$ cat config.mk
export PLATFORM = sky130hd
export DESIGN_NAME = conv_relu_pool
export DESIGN_NICKNAME = d
export VERILOG_FILES = /design/src/rtl/conv_relu_pool.sv
export SDC_FILE = /design/constraint.sdc
export NUM_CORES = 1
export LEC_CHECK = 0
export ABC_CLOCK_PERIOD_IN_PS = 15300
export BUFFER_PORTS_ARGS = -buffer_cell sky130_fd_sc_hd__buf_2
export CAP_MARGIN = 40
export CORE_ASPECT_RATIO = 0.5
export CORE_UTILIZATION = 60
export DETAILED_ROUTE_END_ITERATION = 10
export MAX_ROUTING_LAYER = met4
export PLACE_DENSITY = 0.82
export SETUP_SLACK_MARGIN = 0.1
export SLEW_MARGIN = 20
export SYNTH_ARGS = -nofsm -noshare
export SYNTH_HDL_FRONTEND = slang
export SYNTH_SLANG_ARGS = --single-unit
$ cat constraint.sdc
create_clock -name clk -period 15.3 [get_ports clk]
set_input_delay 2.295 -clock clk [delete_from_list [all_inputs] [get_ports clk]]
set_output_delay 2.295 -clock clk [all_outputs]
set_load 0.01 [all_outputs]
$ cat src/rtl/conv_relu_pool.sv
// Post-convolution stage: bias + ReLU + rounding shift + int8 saturation,
// then 2x2 max-pool of the 4x4 tile, streamed out over valid/ready.
module conv_relu_pool (
  input  logic               clk,
  input  logic               rst_n,
  input  logic               start,
  input  logic signed [15:0] c_in [0:3][0:3],
  input  logic signed [15:0] bias,
  input  logic        [3:0]  shift,
  output logic               busy,
  output logic               out_valid,
  input  logic               out_ready,
  output logic signed [7:0]  out_data,
  output logic        [1:0]  out_idx,
  output logic               done
);

  localparam int unsigned CW = 16;
  localparam int unsigned QW = 8;
  localparam int unsigned NE = 16;
  localparam int unsigned NP = 4;

  typedef enum logic [1:0] {IDLE, QUANT, POOL, OUT} state_t;

  state_t          state_q, state_d;
  logic [3:0]      k_q, k_d;
  logic [CW-1:0]   c_q [NE];
  logic [CW-1:0]   c_d [NE];
  logic [CW-1:0]   bias_q, bias_d;
  logic [3:0]      shift_q, shift_d;
  logic [QW-1:0]   q_q [NE];
  logic [QW-1:0]   q_d [NE];
  logic [QW-1:0]   p_q [NP];
  logic [QW-1:0]   p_d [NP];
  logic            busy_q, busy_d;
  logic            out_valid_q, out_valid_d;
  logic [QW-1:0]   out_data_q, out_data_d;
  logic [1:0]      out_idx_q, out_idx_d;
  logic            done_q, done_d;

  logic [CW:0]     sum_c;
  logic [17:0]     relu_c;
  logic [17:0]     round_c;
  logic [QW-1:0]   quant_c;
  logic [3:0]      base_c;
  logic [QW-1:0]   top_c;
  logic [QW-1:0]   bot_c;
  logic [QW-1:0]   pool_c;

  // Quantise element k: 17-bit bias add, ReLU, round-half-up shift, clamp to 127
  always_comb begin
    sum_c   = {c_q[k_q][CW-1], c_q[k_q]} + {bias_q[CW-1], bias_q};
    relu_c  = sum_c[CW] ? 18'd0 : {1'b0, sum_c};
    round_c = relu_c;
    if (shift_q != 4'd0) begin
      round_c = (relu_c + (18'd1 << (shift_q - 4'd1))) >> shift_q;
    end
    quant_c = (round_c > 18'd127) ? QW'(127) : round_c[QW-1:0];
  end

  // Max of the 2x2 window selected by k[1:0]; quantised values are non-negative
  always_comb begin
    base_c = {k_q[1], 1'b0, k_q[0], 1'b0};
    top_c  = (q_q[base_c] > q_q[4'(base_c + 4'd1)]) ? q_q[base_c] : q_q[4'(base_c + 4'd1)];
    bot_c  = (q_q[4'(base_c + 4'd4)] > q_q[4'(base_c + 4'd5)]) ?
             q_q[4'(base_c + 4'd4)] : q_q[4'(base_c + 4'd5)];
    pool_c = (top_c > bot_c) ? top_c : bot_c;
  end

  // Next-state and registered-output logic
  always_comb begin
    state_d     = state_q;
    k_d         = k_q;
    c_d         = c_q;
    bias_d      = bias_q;
    shift_d     = shift_q;
    q_d         = q_q;
    p_d         = p_q;
    busy_d      = busy_q;
    out_valid_d = out_valid_q;
    out_data_d  = out_data_q;
    out_idx_d   = out_idx_q;
    done_d      = 1'b0;

    case (state_q)
      IDLE: begin
        if (start) begin
          for (int r = 0; r < 4; r++) begin
            for (int c = 0; c < 4; c++) begin
              c_d[r*4 + c] = c_in[r][c];
            end
          end
          bias_d  = bias;
          shift_d = shift;
          k_d     = 4'd0;
          busy_d  = 1'b1;
          state_d = QUANT;
        end
      end
      QUANT: begin
        q_d[k_q] = quant_c;
        k_d      = 4'(k_q + 4'd1);
        if (k_q == 4'd15) begin
          state_d = POOL;
        end
      end
      POOL: begin
        p_d[k_q[1:0]] = pool_c;
        k_d           = 4'(k_q + 4'd1);
        if (k_q[1:0] == 2'd3) begin
          // Window 0 was pooled three cycles ago, so it is ready to present now
          out_valid_d = 1'b1;
          out_idx_d   = 2'd0;
          out_data_d  = p_q[0];
          state_d     = OUT;
        end
      end
      OUT: begin
        if (out_valid_q && out_ready) begin
          if (out_idx_q == 2'd3) begin
            out_valid_d = 1'b0;
            done_d      = 1'b1;
            busy_d      = 1'b0;
            state_d     = IDLE;
          end else begin
            out_idx_d  = 2'(out_idx_q + 2'd1);
            out_data_d = p_q[2'(out_idx_q + 2'd1)];
          end
        end
      end
      default: state_d = IDLE;
    endcase
  end

  // State and datapath registers
  always_ff @(posedge clk or negedge rst_n) begin
    if (!rst_n) begin
      state_q     <= IDLE;
      k_q         <= 4'd0;
      bias_q      <= '0;
      shift_q     <= 4'd0;
      busy_q      <= 1'b0;
      out_valid_q <= 1'b0;
      out_data_q  <= '0;
      out_idx_q   <= 2'd0;
      done_q      <= 1'b0;
      for (int i = 0; i < NE; i++) begin
        c_q[i] <= '0;
        q_q[i] <= '0;
      end
      for (int i = 0; i < NP; i++) begin
        p_q[i] <= '0;
      end
    end else begin
      state_q     <= state_d;
      k_q         <= k_d;
      c_q         <= c_d;
      bias_q      <= bias_d;
      shift_q     <= shift_d;
      q_q         <= q_d;
      p_q         <= p_d;
      busy_q      <= busy_d;
      out_valid_q <= out_valid_d;
      out_data_q  <= out_data_d;
      out_idx_q   <= out_idx_d;
      done_q      <= done_d;
    end
  end

  assign busy      = busy_q;
  assign out_valid = out_valid_q;
  assign out_data  = out_data_q;
  assign out_idx   = out_idx_q;
  assign done      = done_q;

endmodule

* Word level (Yosys, flattened, before mapping)
Index checks and enable logic that the tools add are counted.
** Storage, ports and cells
- Register bits after elaboration :: 455
- Input port bits :: 280
- Output and inout bits :: 13
- Logic and storage cells :: 157
** Cells by class
- $add $sub $neg :: 8
- Order comparisons :: 13
- Eq/ne operators :: 12
- Shift operators :: 2
- Mux-type cells :: 55
- Bitwise gates (word level) :: 7
- Reductions and logical operators :: 15
** Operators by type and width (count)
- 8-bit two-way mux :: 19
- 8-bit binary-select mux with 4-bit select :: 4
- 128-bit bitwise mux :: 1
- 16-bit binary-select mux with 4-bit select :: 1
- 16-bit two-way mux :: 3
- 32-bit bitwise mux :: 1
- 8-bit demux with 4-bit select :: 1
- 5-bit greater-or-equal comparator, second input constant :: 5
- 4-bit inverter with 5-bit output :: 5
- 8-bit greater-than comparator :: 3
- 16-bit by 18-bit adder with 18-bit output :: 1
- 18-bit by 7-bit greater-than comparator with 1-bit output, second input constant :: 1
- 18-bit two-way mux :: 1
- 1-bit by 4-bit left shift with 18-bit output, first input constant :: 1
- 18-bit by 4-bit right shift with 18-bit output :: 1
- 16-bit by 16-bit adder with 17-bit output :: 1
- 8-bit binary-select mux with 2-bit select :: 1
- 8-bit demux with 2-bit select :: 1
- 2-bit two-way mux :: 8
- 8-bit one-hot mux with 2 select lines :: 1
- 2-bit inequality test, second input constant :: 6
- 4-bit AND reduction :: 3
- 4-bit by 1-bit adder with 4-bit output, second input constant :: 2
- 4-bit by 3-bit adder with 4-bit output, second input constant :: 2
- other kinds (22) :: 39

* Logic depth before layout (Yosys ltp)
Gate-level depths: netlist of run 1.
- Depth after elaboration :: 12
- Gate-level depth with buffers :: 31
- Mapped depth without buffers :: 25

* Least setup slack after synthesis of run 1
No wires, ideal clock.
- Path type :: reg-to-reg
- Start point :: register k_q[0]
- End point :: register q_q[101] (netlist name)
- Library setup time :: 130 ps
- Data arrival time :: 8483 ps
- Required time :: 15170 ps
- Setup slack :: 6687 ps
- Stages on the path, launching flop included :: 29
- Buffers on the path :: 7
- Period minus slack after synthesis :: 8613 ps
- Cell sequence :: dfrtp_1 clkbuf_1 clkbuf_1 clkbuf_1 buf_1 mux4_2 mux4_2 ha_1 a21o_1 a211o_1 a2bb2oi_2 o21a_1 buf_6 clkbuf_1 nor2_1 ha_1 nor2b_1 o31a_1 o41a_1 nand3_2 o31ai_4 or3_4 and3b_4 o31ai_4 mux2i_1 a311o_4 a211oi_4 buf_6 a21oi_2
** Between the ends
- Cells in the longest elaborated chain, start to end :: 12
- Elaborated cells between the ends (all ways) :: 17
- Classes of those cells :: 2 x add/sub; 3 x order compare; 1 x shift; 9 x mux; 1 x bitwise; 1 x reduce/logical
** RTL lines
- start: declaration :: RTL line 26 : logic [3:0] k_q, k_d;
- start signal: assignment :: RTL line 156 : k_q <= k_d;
- 4-bit inverter with 5-bit output (implied by the code) (*) :: RTL line 52, 101
- 16-bit binary-select mux with 4-bit select :: RTL line 52 : sum_c = {c_q[k_q][CW-1], c_q[k_q]} + {bias_q[CW-1], bias_q};
- 16-bit two-way mux (implied by the code) (2 in series) :: RTL line 52
- 16-bit by 16-bit adder with 17-bit output :: RTL line 52
- 16-bit two-way mux :: RTL line 53 : relu_c = sum_c[CW] ? 18'd0 : {1'b0, sum_c};
- 16-bit by 18-bit adder with 18-bit output :: RTL line 56 : round_c = (relu_c + (18'd1 << (shift_q - 4'd1))) >> shift_q;
- 18-bit by 4-bit right shift with 18-bit output :: RTL line 56
- 18-bit two-way mux :: RTL line 55 : if (shift_q != 4'd0) begin
- 18-bit by 7-bit greater-than comparator with 1-bit output :: RTL line 58 : quant_c = (round_c > 18'd127) ? QW'(127) : round_c[QW-1:0];
- 8-bit two-way mux :: RTL line 58
- 128-bit bitwise mux (*) :: RTL line 101 : q_d[k_q] = quant_c;
- end signal: assignment :: RTL line 160 : q_q <= q_d;
- end: declaration :: RTL line 31 : logic [QW-1:0] q_q [NE];
Mark *: on every way between the ends. The rest lies on a longest branch, timed or not. The select of a mux whose other input is x is not followed.
A chain may end at the register's enable or synchronous reset.

* Worst setup path after layout of run 1
- Start point :: register k_q[0]
- End point :: register q_q[68] (netlist name)
The elaborated chain is that of the path after synthesis.

==> results of run 1 <==
==> cell families after synthesis <==
group	share of synthesized area
xor+xnor	0.00831
simple gates	0.0831
flops	0.479
compound gates	0.102
buf+inv	0.0272
fa+ha+maj	0.0359
mux	0.265
==> worst register-to-register path, delay by kind of cell (launching register included) <==
family / cells / cell delay [ps]
AOI/OAI and AO/OA: 9 / 3050
adders and majority gates: 2 / 850
DFF: 1 / 870
and+or+nand+nor: 7 / 2050
buffers and inverters: 1 / 700
muxes: 3 / 1260
==> placed cells by master (no fill, tap or decap), types with 10 or more instances in the layout <==
cell type,count
ha_1,65
buf_4,29
mux2_2,311
nand2_1,73
mux2i_1,26
nor2_1,193
xor2_1,10
buf_2,292
a21oi_1,155
nor3_1,33
dfrtp_1,453
a211oi_1,15
inv_1,39
a21oi_2,12
clkbuf_16,43
xnor2_1,10
nand2b_1,17
o211ai_1,13
clkbuf_1,10
o21a_1,15
mux4_2,113
a21o_1,21
o21ai_0,37
nor2b_1,24
diode_2,26
nand3_1,15
a31oi_1,25
==> how the worst min path moves through the flow <==
stage / from / endpoint / slack [ps]
6_report: q_q[15] / q_q[15] / 500
4_1_cts: c_q[19] / c_q[19] / 500
3_5_place_dp: q_q[15] / q_q[15] / 480
5_1_grt: c_q[18] / c_q[18] / 510
3_3_place_gp: out_data[7] / out_data[7] / 460
2_1_floorplan: q_q[23] / q_q[23] / 460
==> state kept, by name, summed over array words and instances (netlist names) <==
name       cells
c_q          256
out_idx        2
out_valid      1
done           1
busy           1
state_q        2
k_q            4
bias_q        16
out_data       8
q_q          128
shift_q        4
p_q           32
==> Yosys cell counts, types with 4 or more instances <==
cell type	n
mux2i_1	26
and3_1	8
inv_1	39
and2_1	7
nand4_1	8
o21a_1	15
ha_1	65
xnor2_1	10
buf_1	17
o211ai_1	13
buf_2	4
a21oi_1	155
a31oi_1	25
dfrtp_1	455
nand3_1	15
xor2_1	10
nor3_4	4
nand2_1	74
nor4_1	6
nor3_1	33
mux2_2	311
nor2_1	193
a211oi_1	15
clkbuf_1	96
o31ai_1	5
o21ai_0	37
a211o_1	5
nand2b_1	17
buf_4	4
o21ai_1	6
or2_2	5
or3_1	8
a21oi_2	12
a22o_1	4
o211a_1	4
o22ai_1	6
nor2b_1	24
a21o_1	21
a221oi_1	5
a2111oi_0	4
mux4_2	113
==> per-stage QoR <==
step	utilization	cells	cell area [um2]
6_report	0.698	2776	27200
5_1_grt	0.698	2774	27200
4_1_cts	0.696	2747	27100
3_5_place_dp	0.662	2677	25800
3_3_place_gp	0.656	2659	25600
2_1_floorplan	-	1943	23800
==> layer usage <==
metal / share of wire / GRT usage
met1: 0.41 / 0.403
met2: 0.50 / 0.493
met3: 0.053 / 0.0474
met4: 0.036 / 0.127
met5: 0 / -
==> cell type report <==
| class | count | area [um2] |
|---|---|---|
| well taps | 530 | 663 |
| clock buffers | 61 | 1220 |
| clock inverters | 9 | 101 |
| flip-flops and latches | 455 | 11400 |
| fillers | 2605 | 11800 |
| repair buffers | 330 | 1850 |
| inverters | 40 | 150 |
| multi-input cells | 1325 | 11800 |
| diodes | 26 | 65.1 |
==> results.json, run 1 <==
{
  "totalWireLength_um": 60900,
  "yosysWarnings": 0,
  "drc": 4,
  "coreArea_um2": 39000,
  "clock_path_buffers": 3,
  "finalSetupTns_ps": 0,
  "skew_ps": 17.6,
  "final-hold-violation-count": 0,
  "nets": 2541,
  "hold_depth": 1,
  "setup_violations": 0,
  "yosysSeqAreaShare": 0.479,
  "vias_per_cell": 6.17,
  "synth_top_cell_by_area": "dfrtp_1",
  "r2r-end": "q_q[68]",
  "async_reset_ff_frac": 1.00,
  "worstMarginPinSlew_ps": 1100,
  "via_count": 17100,
  "place_ws_ps": 6380,
  "ctsHoldBuffers": 0,
  "maxCapViolations": 0,
  "clkSinkCount": 455,
  "yosysTopAreaCellShare": 0.479,
  "finalCritPeriodShare": 0.585,
  "status": "complete, but fails checks",
  "worstSetupPathDepth": 22,
  "root_buffer": "clkbuf_16",
  "fmax_mhz": 112,
  "place.gp.congestion": 0.932,
  "detail-route-antenna-nets": 0,
  "start_kind": "flip-flop",
  "first_iter_violations": 1802,
  "clock_latency_ps": 560,
  "critPathMaxStageDelay_ps": 870,
  "cts-resized-gates": 0,
  "first_global_vias": 17200,
  "avgSynthCellArea_um2": 12.2,
  "end_kind": "flip-flop",
  "grt_pass1_wl_um": 94900,
  "cp.required_ps": 15670,
  "maxSlewHeadroom": 0.265,
  "post_cts_buffers": 0,
  "min_path_type": "reg2reg",
  "crit_end": "q_q[68]",
  "slew_violations": 0,
  "syn-num-nets": 2290,
  "clk_pin_slew_ps": 70,
  "cp-startpoint": "k_q[0]",
  "crit_fanout": 34,
  "rsz0062_at_grt": "false",
  "yosysUniqueCellTypes": 87,
  "synth-edff-count": 0,
  "ys_seq_elements": 455,
  "critical-path-top-delay-family": "compound AO/OA/AOI/OAI gates",
  "slowest_stage": "dfrtp_4",
  "overflow": 0,
  "htreeDepth": 2,
  "wire_per_inst_um": 22.0,
  "antenna_found_initial": 23,
  "dieArea_um2": 40500,
  "r2r-start": "k_q[0]",
  "whs_ps": 499,
  "min_period_ps": 8950,
  "crit_chain": "buf_4, mux4_2, mux4_2, ha_1, a21o_1, nand2b_1, o21ai_1, o21a_1, nor2_1, ha_1, nor2b_1, o31a_1, o41a_1, nand3_2, o31ai_4, or3_4, and3b_4, o31ai_4, mux2i_1, a311o_4, nor3_4, a21oi_1",
  "drive_gt1_frac": 0.386,
  "port_buffers": 292,
  "ys_top_cells_by_area": "dfrtp_1 (48%), mux2_2 (15%), mux4_2 (11%)",
  "fin_ws_ps": 6350,
  "grtUsageTotal": 0.310,
  "ff2ff_setup_slack_ps": 6350,
  "num_rows": 51,
  "dr.pass1.iters": 8,
  "die_width_um": 284,
  "grt_max_degree": 205,
  "ioPinCount": 293,
  "initial_utilization": 0.610,
  "critPathKind": "reg2reg",
  "crit_buf_inv": 1,
  "rr_worst_depth": 22,
  "arrival_ps": 9320,
  "violations": "DRC",
  "die_y_um": 143,
  "cts_tree": "done",
  "synth_area_um2": 23800,
  "synthCells": 1943,
  "synthToLayoutAreaGrowth_pct": 14.4,
  "dp_hpwl_um": 43700,
  "ys.flop_type": "dfrtp_1",
  "numCtsBuffers": 42
}
Power of run 1 is left out: the tool's default activity adds up to more than one toggle a clock period on the data nets, which glitch-free logic cannot reach.
==> run 2: changes to the inputs <==
ABC_AREA = 1   (was not set)
ABC_CLOCK_PERIOD_IN_PS = 7200   (was 15300)
CORE_UTILIZATION = 53   (was 60)
PLACE_DENSITY = 0.77   (was 0.82)
clock period = 7.2 ns   (was 15.3 ns; I/O delays follow)
==> run 2 against run 1 <==
Effect of this change:
- the flow now finishes without violations
- final area down 0.16%
- final cell count is 45% higher
- fmax grew 35%
- clock skew is 9.4 ps higher
- synthesized cell count is 64% higher
- critical path type unchanged
- routed wire length rose by 18%
- first-iteration DRC count rose by 27%
- sequential share of layout area up 0.065 points
- area after synthesis down 0.55%
- clock-buffer cell count decreased by 1
==> results.json, run 2 <==
{
  "avgSynthCellArea_um2": 7.43,
  "cp-startpoint": "k_q[0]",
  "n_fill_cell": 3942,
  "rsz0062_at_grt": "false",
  "critical-path-top-delay-family": "simple AND/OR/NAND/NOR gates",
  "ys_top_cells_by_area": "dfrtp_1 (48%), nand2_1 (23%), o21ai_0 (5.8%)",
  "first_iter_violations": 2280,
  "end_kind": "flip-flop",
  "synth_common_cells": "nand2_1 (1458), dfrtp_1 (455), nor2_1 (275), o21ai_0 (272), inv_1 (130)",
  "clock_path_buffers": 3,
  "dr_wl_met2_um": 32900,
  "crit_fanout": 21,
  "r2r-start": "k_q[0]",
  "critPathKind": "reg2reg",
  "dr.pass1.iters": 6,
  "root_buffer": "clkbuf_16",
  "finalSetupTns_ps": 0,
  "diodes": 0,
  "critPathMaxStageDelay_ps": 610,
  "ioPinCount": 293,
  "start_kind": "flip-flop",
  "wire_per_inst_um": 17.8,
  "final-hold-violation-count": 0,
  "synthCells": 3183,
  "cts_tree": "done",
  "antenna_found_initial": 0,
  "skew_ps": 27.1,
  "coreArea_um2": 43800,
  "drive_gt1_frac": 0.131,
  "place.gp.congestion": 0.967,
  "fmax_mhz": 151,
  "detail-route-antenna-nets": 0,
  "maxSlewHeadroom": 0.321,
  "yosysMostFrequentCell": "nand2_1",
  "fin_util": 0.621,
  "initial_utilization": 0.540,
  "instances_no_fill": 4026,
  "ys_seq_elements": 455,
  "htreeDepth": 2,
  "largest_reg_flops": 256,
  "synth_mux_area_frac": 0,
  "synth-edff-count": 0,
  "placed_cells": 3944,
  "cp.required_ps": 7640,
  "regMostFlops": "c_q",
  "whs_ps": 474,
  "clkSinkCount": 455,
  "regArea_um2": 11400,
  "mostFrequentLayoutCells": "nand2_1 (1457), dfrtp_1 (453), buf_2 (291)",
  "drc": 0,
  "top_regs": "c_q: 256 flops, q_q: 128 flops, p_q: 32 flops",
  "highest_layer": "met4",
  "setup_violations": 0,
  "nets": 3755,
  "crit_buf_inv": 5,
  "met1_length_um": 30100,
  "grtUsageTotal": 0.319,
  "num_rows": 54,
  "worstMarginPinSlew_ps": 1010,
  "syn-num-nets": 3530,
  "synth_top_family_by_area": "simple AND/OR/NAND/NOR gates",
  "die_y_um": 151,
  "yosysWarnings": 0,
  "grt_pass1_wl_um": 112000,
  "die_width_um": 301,
  "maxCapViolations": 0,
  "final_common_cell": "nand2_1",
  "arrival_ps": 7060,
  "synth-simple-area-share": 0.315,
  "yosysTopAreaCellShare": 0.481,
  "clock_latency_ps": 570,
  "yosysSeqAreaShare": 0.481,
  "crit_path_frequent_cell": "nand2_1",
  "clk_pin_slew_ps": 70,
  "slew_violations": 0,
  "async_reset_ff_frac": 1.00,
  "dr_wl_met3_um": 5430,
  "synth-xor-area-share": 0.00481,
  "overflow": 0,
  "slowest_stage": "dfrtp_4",
  "port_buffers": 292,
  "vias_per_cell": 5.61,
  "totalWireLength_um": 71600,
  "synthToLayoutAreaGrowth_pct": 14.8,
  "synth_top_cell_by_area": "dfrtp_1",
  "min_from": "c_q[41]",
  "min_period_ps": 6620,
  "synth_fa_ha_area_frac": 0.0361,
  "synth_area_um2": 23700,
  "grt_max_degree": 184,
  "dp_hpwl_um": 49100,
  "status": "finished clean",
  "numCtsBuffers": 42,
  "via_count": 22600,
  "ys.flop_type": "dfrtp_1",
  "dieArea_um2": 45500,
  "synth_compound_area_frac": 0.114,
  "first_global_vias": 21300,
  "finalCritPeriodShare": 0.919,
  "multi_input_area_um2": 11200,
  "min_path_type": "reg2reg",
  "yosysUniqueCellTypes": 47
}
## run 2: cell count changes in the layout (fill, tap and decap cells not counted), moves of 52 or more
cell,change
nand2_1,+1384
mux2_2,-311
o21ai_0,+233
mux4_2,-113
a21oi_1,-95
inv_1,+90
o22ai_1,+83
nor2_1,+81
nand3_1,+52
## run 2: kinds of logic after synthesis
family,Yosys count
and+or+nand+nor,1874
AOI/OAI and AO/OA,482
DFF,455
buffers and inverters,292
adders and majority gates,67
xor gates and xnor gates,13
## run 2: stage by stage
stage	instance area [um2]	setup slack, ps
2_1_floorplan	23700	1020
3_3_place_gp	25600	685
3_5_place_dp	25600	497
4_1_cts	27000	470
5_1_grt	27200	123
6_report	27200	581
## run 2: path summary, 6_finish.rpt
check                                 to  slack (ps)  cells past startpoint
worst max-delay path            q_q[101]         580                     36
min in group asynchronous         c_q[6]         490                      1
worst max register to register  q_q[101]         580                     36
worst min register to register   c_q[41]         470                      2
worst min-delay path             c_q[41]         470                      2
max in group asynchronous        q_q[51]        5150                      2
## run 2: tightest hold or removal path, delay by kind of cell, from the launching register on
family	cells	cell delay, ps
DFF	1	340
and+or+nand+nor	2	100
## run 2: cell type report
type,instances,area share
Timing Repair Buffer,333,0.0718
Tap cell,588,0.0271
Sequential cell,455,0.419
Clock buffer,60,0.0456
Multi-Input combinational cell,2439,0.411
Inverter,137,0.0194
Clock inverter,14,0.00534
## run 2: repair_timing
action / 4_1_cts / 5_1_grt
buffers inserted: 0 / 3
setup endpoints to repair: 0 / 112
hold buffers: 0 / 0
gates resized for setup: 0 / 11
hold endpoints to repair: 0 / 0
## run 2: routing by layer
metal / GRT usage / up-vias
li1: - / 10700
met1: 0.419 / 10700
met2: 0.496 / 977
met3: 0.0468 / 224
met4: 0.139 / 0
met5: - / -
Power of run 2 is left out for the same reason.
